$ cat config.mk
export PLATFORM = sky130hd
export DESIGN_NAME = smalldiv_lut_stage
export DESIGN_NICKNAME = d
export VERILOG_FILES = /design/src/rtl/smalldiv_pkg.sv /design/src/rtl/smalldiv_lut_rom.sv /design/src/rtl/smalldiv_lut_stage.sv
export SDC_FILE = /design/constraint.sdc
export NUM_CORES = 1
export LEC_CHECK = 0
export CAP_MARGIN = 5
export CORE_MARGIN = 4
export CORE_UTILIZATION = 33
export CTS_CLUSTER_SIZE = 28
export DETAILED_ROUTE_END_ITERATION = 12
export PLACE_DENSITY = 0.59
export SLEW_MARGIN = 15
export SYNTH_ARGS = -nofsm -noshare
export SYNTH_HDL_FRONTEND = slang
export SYNTH_SLANG_ARGS = --single-unit
$ cat constraint.sdc
create_clock -name clock -period 2.9 [get_ports clock]
set_clock_uncertainty 0.2 [all_clocks]
set_input_delay 0.58 -clock clock [delete_from_list [all_inputs] [get_ports clock]]
set_output_delay 0.58 -clock clock [all_outputs]
set_load 0.005 [all_outputs]
$ cat src/rtl/smalldiv_pkg.sv
// Shared helpers for the small-constant divider: table-entry generation used by the
// lookup ROM at elaboration time and by reference models.
package smalldiv_pkg;

  localparam int unsigned ENTRY_MAX_W = 64;

  // Returns {overflow, quotient[digit_width-1:0], remainder[divider_width-1:0]}, LSB-aligned.
  function automatic logic [ENTRY_MAX_W-1:0] div_entry(
    input longint unsigned n,
    input int unsigned     divider,
    input int unsigned     digit_width,
    input int unsigned     divider_width
  );
    longint unsigned q;
    longint unsigned r;
    longint unsigned q_mask;
    logic            ovf;
    q      = n / 64'(divider);
    r      = n % 64'(divider);
    q_mask = (64'(1) << digit_width) - 64'(1);
    ovf    = (q >> digit_width) != 64'd0;
    return (64'(ovf) << (digit_width + divider_width))
         | ((q & q_mask) << divider_width)
         | r;
  endfunction

endpackage

$ cat src/rtl/smalldiv_lut_rom.sv
// Purely combinational divide-by-constant digit table, addressed by
// {last_remainder, dividend_digit}; every entry is fixed at elaboration.
module smalldiv_lut_rom
  import smalldiv_pkg::*;
#(
  parameter int unsigned DIGIT_WIDTH   = 3,
  parameter int unsigned DIVIDER_VALUE = 5,
  parameter int unsigned DIVIDER_WIDTH = $clog2(DIVIDER_VALUE)
) (
  input  logic [DIGIT_WIDTH-1:0]   dividend_digit,
  input  logic [DIVIDER_WIDTH-1:0] last_remainder,
  output logic [DIGIT_WIDTH-1:0]   quotient_c,
  output logic [DIVIDER_WIDTH-1:0] remainder_c,
  output logic                     overflow_c
);

  localparam int unsigned ADDR_W  = DIVIDER_WIDTH + DIGIT_WIDTH;
  localparam int unsigned DEPTH   = 1 << ADDR_W;
  localparam int unsigned ENTRY_W = 1 + DIGIT_WIDTH + DIVIDER_WIDTH;

  logic [ENTRY_W-1:0] table_w [DEPTH];
  logic [ADDR_W-1:0]  addr_c;
  logic [ENTRY_W-1:0] entry_c;

  for (genvar a = 0; a < int'(DEPTH); a++) begin : g_entry
    localparam logic [ENTRY_MAX_W-1:0] FULL =
      div_entry(64'(a), DIVIDER_VALUE, DIGIT_WIDTH, DIVIDER_WIDTH);
    assign table_w[a] = FULL[ENTRY_W-1:0];
  end

  assign addr_c      = {last_remainder, dividend_digit};
  assign entry_c     = table_w[addr_c];
  assign remainder_c = entry_c[DIVIDER_WIDTH-1:0];
  assign quotient_c  = entry_c[DIVIDER_WIDTH +: DIGIT_WIDTH];
  assign overflow_c  = entry_c[ENTRY_W-1];

endmodule

$ cat src/rtl/smalldiv_lut_stage.sv
// One radix-2^DIGIT_WIDTH digit step of a small-constant divider: lookup table plus an
// optional reset/enable output register.
module smalldiv_lut_stage
  import smalldiv_pkg::*;
#(
  parameter int unsigned DIGIT_WIDTH   = 3,
  parameter int unsigned DIVIDER_VALUE = 5,
  parameter int unsigned DIVIDER_WIDTH = $clog2(DIVIDER_VALUE),
  parameter bit          REGISTER_OUT  = 1'b1
) (
  input  logic                     clock,
  input  logic                     reset,
  input  logic                     enable,
  input  logic [DIGIT_WIDTH-1:0]   dividend_digit,
  input  logic [DIVIDER_WIDTH-1:0] last_remainder,
  output logic [DIGIT_WIDTH-1:0]   quotient,
  output logic [DIVIDER_WIDTH-1:0] remainder,
  output logic                     overflow
);

  if (DIVIDER_VALUE < 2 || DIGIT_WIDTH < 1 || $clog2(DIVIDER_VALUE) > DIVIDER_WIDTH) begin : g_bad_params
    $fatal(1, "smalldiv_lut_stage: illegal parameters (need DIVIDER_VALUE>=2, DIGIT_WIDTH>=1, DIVIDER_WIDTH>=clog2(DIVIDER_VALUE))");
  end

  logic [DIGIT_WIDTH-1:0]   rom_quotient_c;
  logic [DIVIDER_WIDTH-1:0] rom_remainder_c;
  logic                     rom_overflow_c;

  smalldiv_lut_rom #(
    .DIGIT_WIDTH   (DIGIT_WIDTH),
    .DIVIDER_VALUE (DIVIDER_VALUE),
    .DIVIDER_WIDTH (DIVIDER_WIDTH)
  ) u_rom (
    .dividend_digit (dividend_digit),
    .last_remainder (last_remainder),
    .quotient_c     (rom_quotient_c),
    .remainder_c    (rom_remainder_c),
    .overflow_c     (rom_overflow_c)
  );

  if (REGISTER_OUT) begin : g_reg
    logic [DIGIT_WIDTH-1:0]   quotient_q,  quotient_d;
    logic [DIVIDER_WIDTH-1:0] remainder_q, remainder_d;
    logic                     overflow_q,  overflow_d;

    // Load on enable, otherwise hold.
    always_comb begin
      quotient_d  = quotient_q;
      remainder_d = remainder_q;
      overflow_d  = overflow_q;
      if (enable) begin
        quotient_d  = rom_quotient_c;
        remainder_d = rom_remainder_c;
        overflow_d  = rom_overflow_c;
      end
    end

    always_ff @(posedge clock) begin
      if (reset) begin
        quotient_q  <= '0;
        remainder_q <= '0;
        overflow_q  <= 1'b0;
      end else begin
        quotient_q  <= quotient_d;
        remainder_q <= remainder_d;
        overflow_q  <= overflow_d;
      end
    end

    assign quotient  = quotient_q;
    assign remainder = remainder_q;
    assign overflow  = overflow_q;
  end else begin : g_comb
    // Control inputs have no function without the output register.
    logic unused_ctrl;
    assign unused_ctrl = ^{clock, reset, enable};

    assign quotient  = rom_quotient_c;
    assign remainder = rom_remainder_c;
    assign overflow  = rom_overflow_c;
  end

endmodule

== After elaboration in Yosys (flattened, before gate mapping) ==
Memory sizes are Yosys's and may differ from the RTL's. A register that Yosys moved wholly into a read port is not among the register bits.
Index checks and enable logic that the tools add are counted.

* Bits in latches: 0
* Memories kept: 1
* Bits in writable memories: 0
* Register bits: 0
* Output and inout bits: 7
* Logic and storage cells: 2
* Memory bits (read-only): 448

{| class="wikitable"
|+ Memories
! memory !! words !! bits a word !! rd ports !! clocked after Yosys merged registers in !! write ports !! line !! RTL
|-
| (no name shown) || 64 || 7 || 1 || 1 || 0 || smalldiv_lut_rom.sv:32 || <nowiki>assign entry_c = table_w[addr_c];</nowiki>
|}

* Mux-type cells: 0
* Add/sub/neg operators: 0
* Bitwise logic cells: 1
* Multipliers: 0
* Div/mod/pow operators: 0
* Shift-type cells: 0
* Reduce and logical (&&, ||, !) cells: 0
* Equal/unequal tests: 0
* $lt $le $gt $ge: 0

{| class="wikitable"
|+ Operators by type and width
! operator !! count
|-
| 6-bit NOT with 7-bit output || 1
|}

== Depth between registers and ports, before layout ==
* Depth in word-level cells: 1
* Depth in mapped cells: 8
* Mapped depth without buffers: 7

== Hierarchy ==
A second synthesis with hierarchy kept.

* Cells, all modules: 99
* Area, all modules: 813.3 µm²

{| class="wikitable"
|+ Modules (own cells, without submodules)
! module !! area each (µm²) !! times used !! cells an instance
|-
| smalldiv_lut_rom || 565.5 || 1 || 77
|-
| smalldiv_lut_stage || 247.7 || 1 || 22
|}

== Worst setup path before layout ==
OpenSTA, ideal clock, no wires.

* Path type: in2reg
* From: input dividend_digit[0]
* To: register g_reg.remainder_q[2], in the netlist remainder[2]
* Setup time: 92 ps
* Slack: 947 ps
* Arrival time: 1,661 ps
* Stages on the path: 6
* Data required time: 2,608 ps
* Buffers on the path: 0
* Cell sequence: inv_1 > ha_1 > nand2b_1 > mux4_2 > and2_1 > o32ai_1

* Word-level cells in the longest chain between the ends: 1

{| class="wikitable"
|+ RTL lines
! item !! line !! RTL
|-
| start, declared || smalldiv_lut_stage.sv:14 || <nowiki>input logic [DIGIT_WIDTH-1:0] dividend_digit,</nowiki>
|-
| 6-bit NOT with 7-bit output (not written as such) || smalldiv_lut_rom.sv:32 ||
|-
| end, declared || smalldiv_lut_stage.sv:43 || <nowiki>logic [DIVIDER_WIDTH-1:0] remainder_q, remainder_d;</nowiki>
|}

No other way between the ends.

== Worst setup path after layout ==
* From: input dividend_digit[0]
* To: register g_reg.remainder_q[0], in the netlist remainder[0]

Same word-level chain as after synthesis.

==> results.tsv <==
metric	value	unit
maxcap violations	0	
Iteration-0 DRC Markers	34	
pre-CTS setup slack	256.3	ps
Peak VDD IR	0.1840	mV
share of layout cells above drive strength 1	0.08271	
asr flop ratio synth	0	
Worst Hold End	remainder[2]	
Worst-path clk slew	50	ps
gr busiest metal	met2	
Initial Util	0.3611	
port bufs	15	
Syn Nets	130	
via count	918	
post-synthesis sequential area ratio	0.1689	
Tot GR Track Use	0.1353	
GP Congestion	0.9020	
cell taking the most area after synthesis	dfxtp_1	
TritonCTS Buffers	3	
grt ovf	0	
final net count	148	
Placement Rows	17	
TritonCTS clock tree	built	
crit end category	register	
post_cts resized	0	
Worst Tran Pin Value	428.0	ps
final wirelength	2.190	mm
global-route met1 utilization	0.1846	
Worst path max stage delay	500	ps
Die ar.	3380	µm²
number of setup violations in the final report	0	
Ys Warns	0	
postcts setup bufs	0	
met3 usage	0.02895	
synthesis-to-finish area growth	24.43	%
die height	58.14	µm
Via density	5.702	
Post-Syn Area per Cell	7.151	µm²
power density over cell area	315.9	nW/µm²
crit-path max FO	5	
max-slew violation count	0	
vias in the first global route	825	
Core Region	2297	µm²
CP Data Required Time	2830	ps
CP Cell Sequence	clkdlybuf4s50_1 > inv_1 > ha_1 > nand2b_1 > a21oi_1 > a311oi_1 > a2111oi_0 > nor4_1	
worst skew pair latency	260	ps
HP Class	register to register	
cts hold-fix bufs	0	
Seq cells post-synth	7	
Tmin final	2390	ps
Die Width	58.14	µm
Clock Sinks	7	
initial antenna violation count	0	
Syn Inst Count	116	
first-pass GRT wire length	3.643	mm
number of synthesized flops with an enable pin	0	
Post-Syn Area	829.5	µm²
largest net degree at the start of global routing	29	
fmax	418.4	MHz
overall power	0.3260	mW
R2R Setup Slk	2000	ps
top-count cell post-synth	nor2_1	
grt met2 use	0.2145	
crit path launch type	input port	
DP Wirelength	1.677	mm
crit path DAT	2320	ps
share of the clock period used by the worst path	0.8241	
Clock Tree Buf Depth	2	
DRC viols	0	
top post-synthesis cells by count	13 x nor2_1, 11 x nand2_1, 9 x a21oi_1	
status	complete, no violations	
TritonRoute pass-1 iters	4	
Hold Path Depth	2	
H-tree depth	1	
ys flop type	dfxtp_1	
CP Class	input port to register	
Synth area leaders	dfxtp_1 17%, ha_1 7.5%, nor2_1 5.9%	
RSZ-0062 raised after global routing	no	
max_slew headroom	0.7143	
worst r2r src	remainder[0]	
post-route antenna net violation count	0	
final design utilization	0.4493	
Netlist cell types	33	
CP Buf/Inv Count	2	
Ports	16	
Final TNS setup	0	ps
Worst Reg-to-Reg Cells	2	
CP top delay family	compound AO/OA/AOI/OAI gates	
# diodes	0	
HP Start	remainder[2]	
P_leak	0.4012	nW
slowest cell on the critical path	clkdlybuf4s50_1	
reg2reg end	remainder[0]	
Hold Violations, Final	0	
post-synth top area share	0.1689	
Root Buffer	clkbuf_4	
setup slack after layout	510.2	ps
Fillers	243	
Avg WL per Cell	13.60	µm
[metrics by stage]
stage / instances / instance area (µm²) / hold WS, ps
global route: 161 / 1032 / 307.7
finish: 161 / 1032 / 269.8
CTS: 161 / 1032 / 276.7
global placement: 157 / 1006 / 266.1
detailed placement: 157 / 1006 / 268.7
floorplan: 116 / 829.5 / 266.9
[layout make-up]
cell class	instances	area (µm²)	share of cell area
Inverter	7	26.28	0.02545
Multi-Input combinational cell	93	601.8	0.5830
Timing Repair Buffer	22	202.7	0.1964
Clock buffer	4	26.28	0.02545
Tap cell	28	35.03	0.03394
Sequential cell	7	140.1	0.1358
[state kept, by name (all words and copies together) (netlist names)]
name,flops
overflow,1
remainder,3
quotient,3
[kinds of logic (layout without fill, tap and decap cells)]
| family | count (synthesis) | after routing | synth area share |
|---|---|---|---|
| AO/OA/AOI/OAI | 37 | 37 | 0.3107 |
| buffers and inverters | 16 | 33 | 0.1056 |
| adder cells (fa/ha/maj) | 5 | 5 | 0.07541 |
| AND/OR/NAND/NOR | 46 | 46 | 0.2655 |
| XOR/XNOR | 1 | 1 | 0.01056 |
| flip-flops | 7 | 7 | 0.1689 |
| multiplexers | 4 | 4 | 0.06335 |
[layer usage]
metal  vias to the layer above  part of all wire
li1                        465                 -
met1                       414              0.47
met2                        39              0.46
met3                         0             0.074
met4                         0                 0
met5                         -                 0
[report_power, final]
group / internal, mW / total (mW) / switching [mW] / leakage, nW
clock network: 0.0527 / 0.0915 / 0.0388 / 0.0150
logic: 0.0613 / 0.127 / 0.0661 / 0.328
registers: 0.104 / 0.107 / 0.00351 / 0.0579
[worst min-delay path, delay by kind of cell, from the launching register on]
family                 cells  cell delay [ps]
buffers and inverters      1               50
AO/OA/AOI/OAI              1               70
flip-flops                 1              300
[worst max path at each step]
stage | startpoint | to | depth (start not counted)
2_1_floorplan | dividend_digit[0] | remainder[2] | 6
3_3_place_gp | dividend_digit[0] | remainder[1] | 7
3_5_place_dp | dividend_digit[0] | remainder[0] | 8
4_1_cts | dividend_digit[0] | remainder[2] | 7
5_1_grt | dividend_digit[0] | remainder[0] | 8
6_report | dividend_digit[0] | remainder[0] | 8
[cells in the final DEF, fill, tap and decap left out, types with 2 or more instances in the layout]
cell and instances:
nor3_1 7, nor2_1 13, clkdlybuf4s50_1 15, nor2b_1 3
nand3_1 2, o2111ai_1 2, a21oi_1 9, inv_1 7
a21o_1 2, o21bai_1 2, a211oi_1 5, nand2_1 11
ha_1 5, nand2b_1 3, dfxtp_1 7, a311oi_1 4
o21ai_0 5, buf_4 7, mux2i_1 3, nor4_1 4
clkbuf_4 3, a2111oi_0 3
No activity file was read; power rests on OpenSTA's default activity.
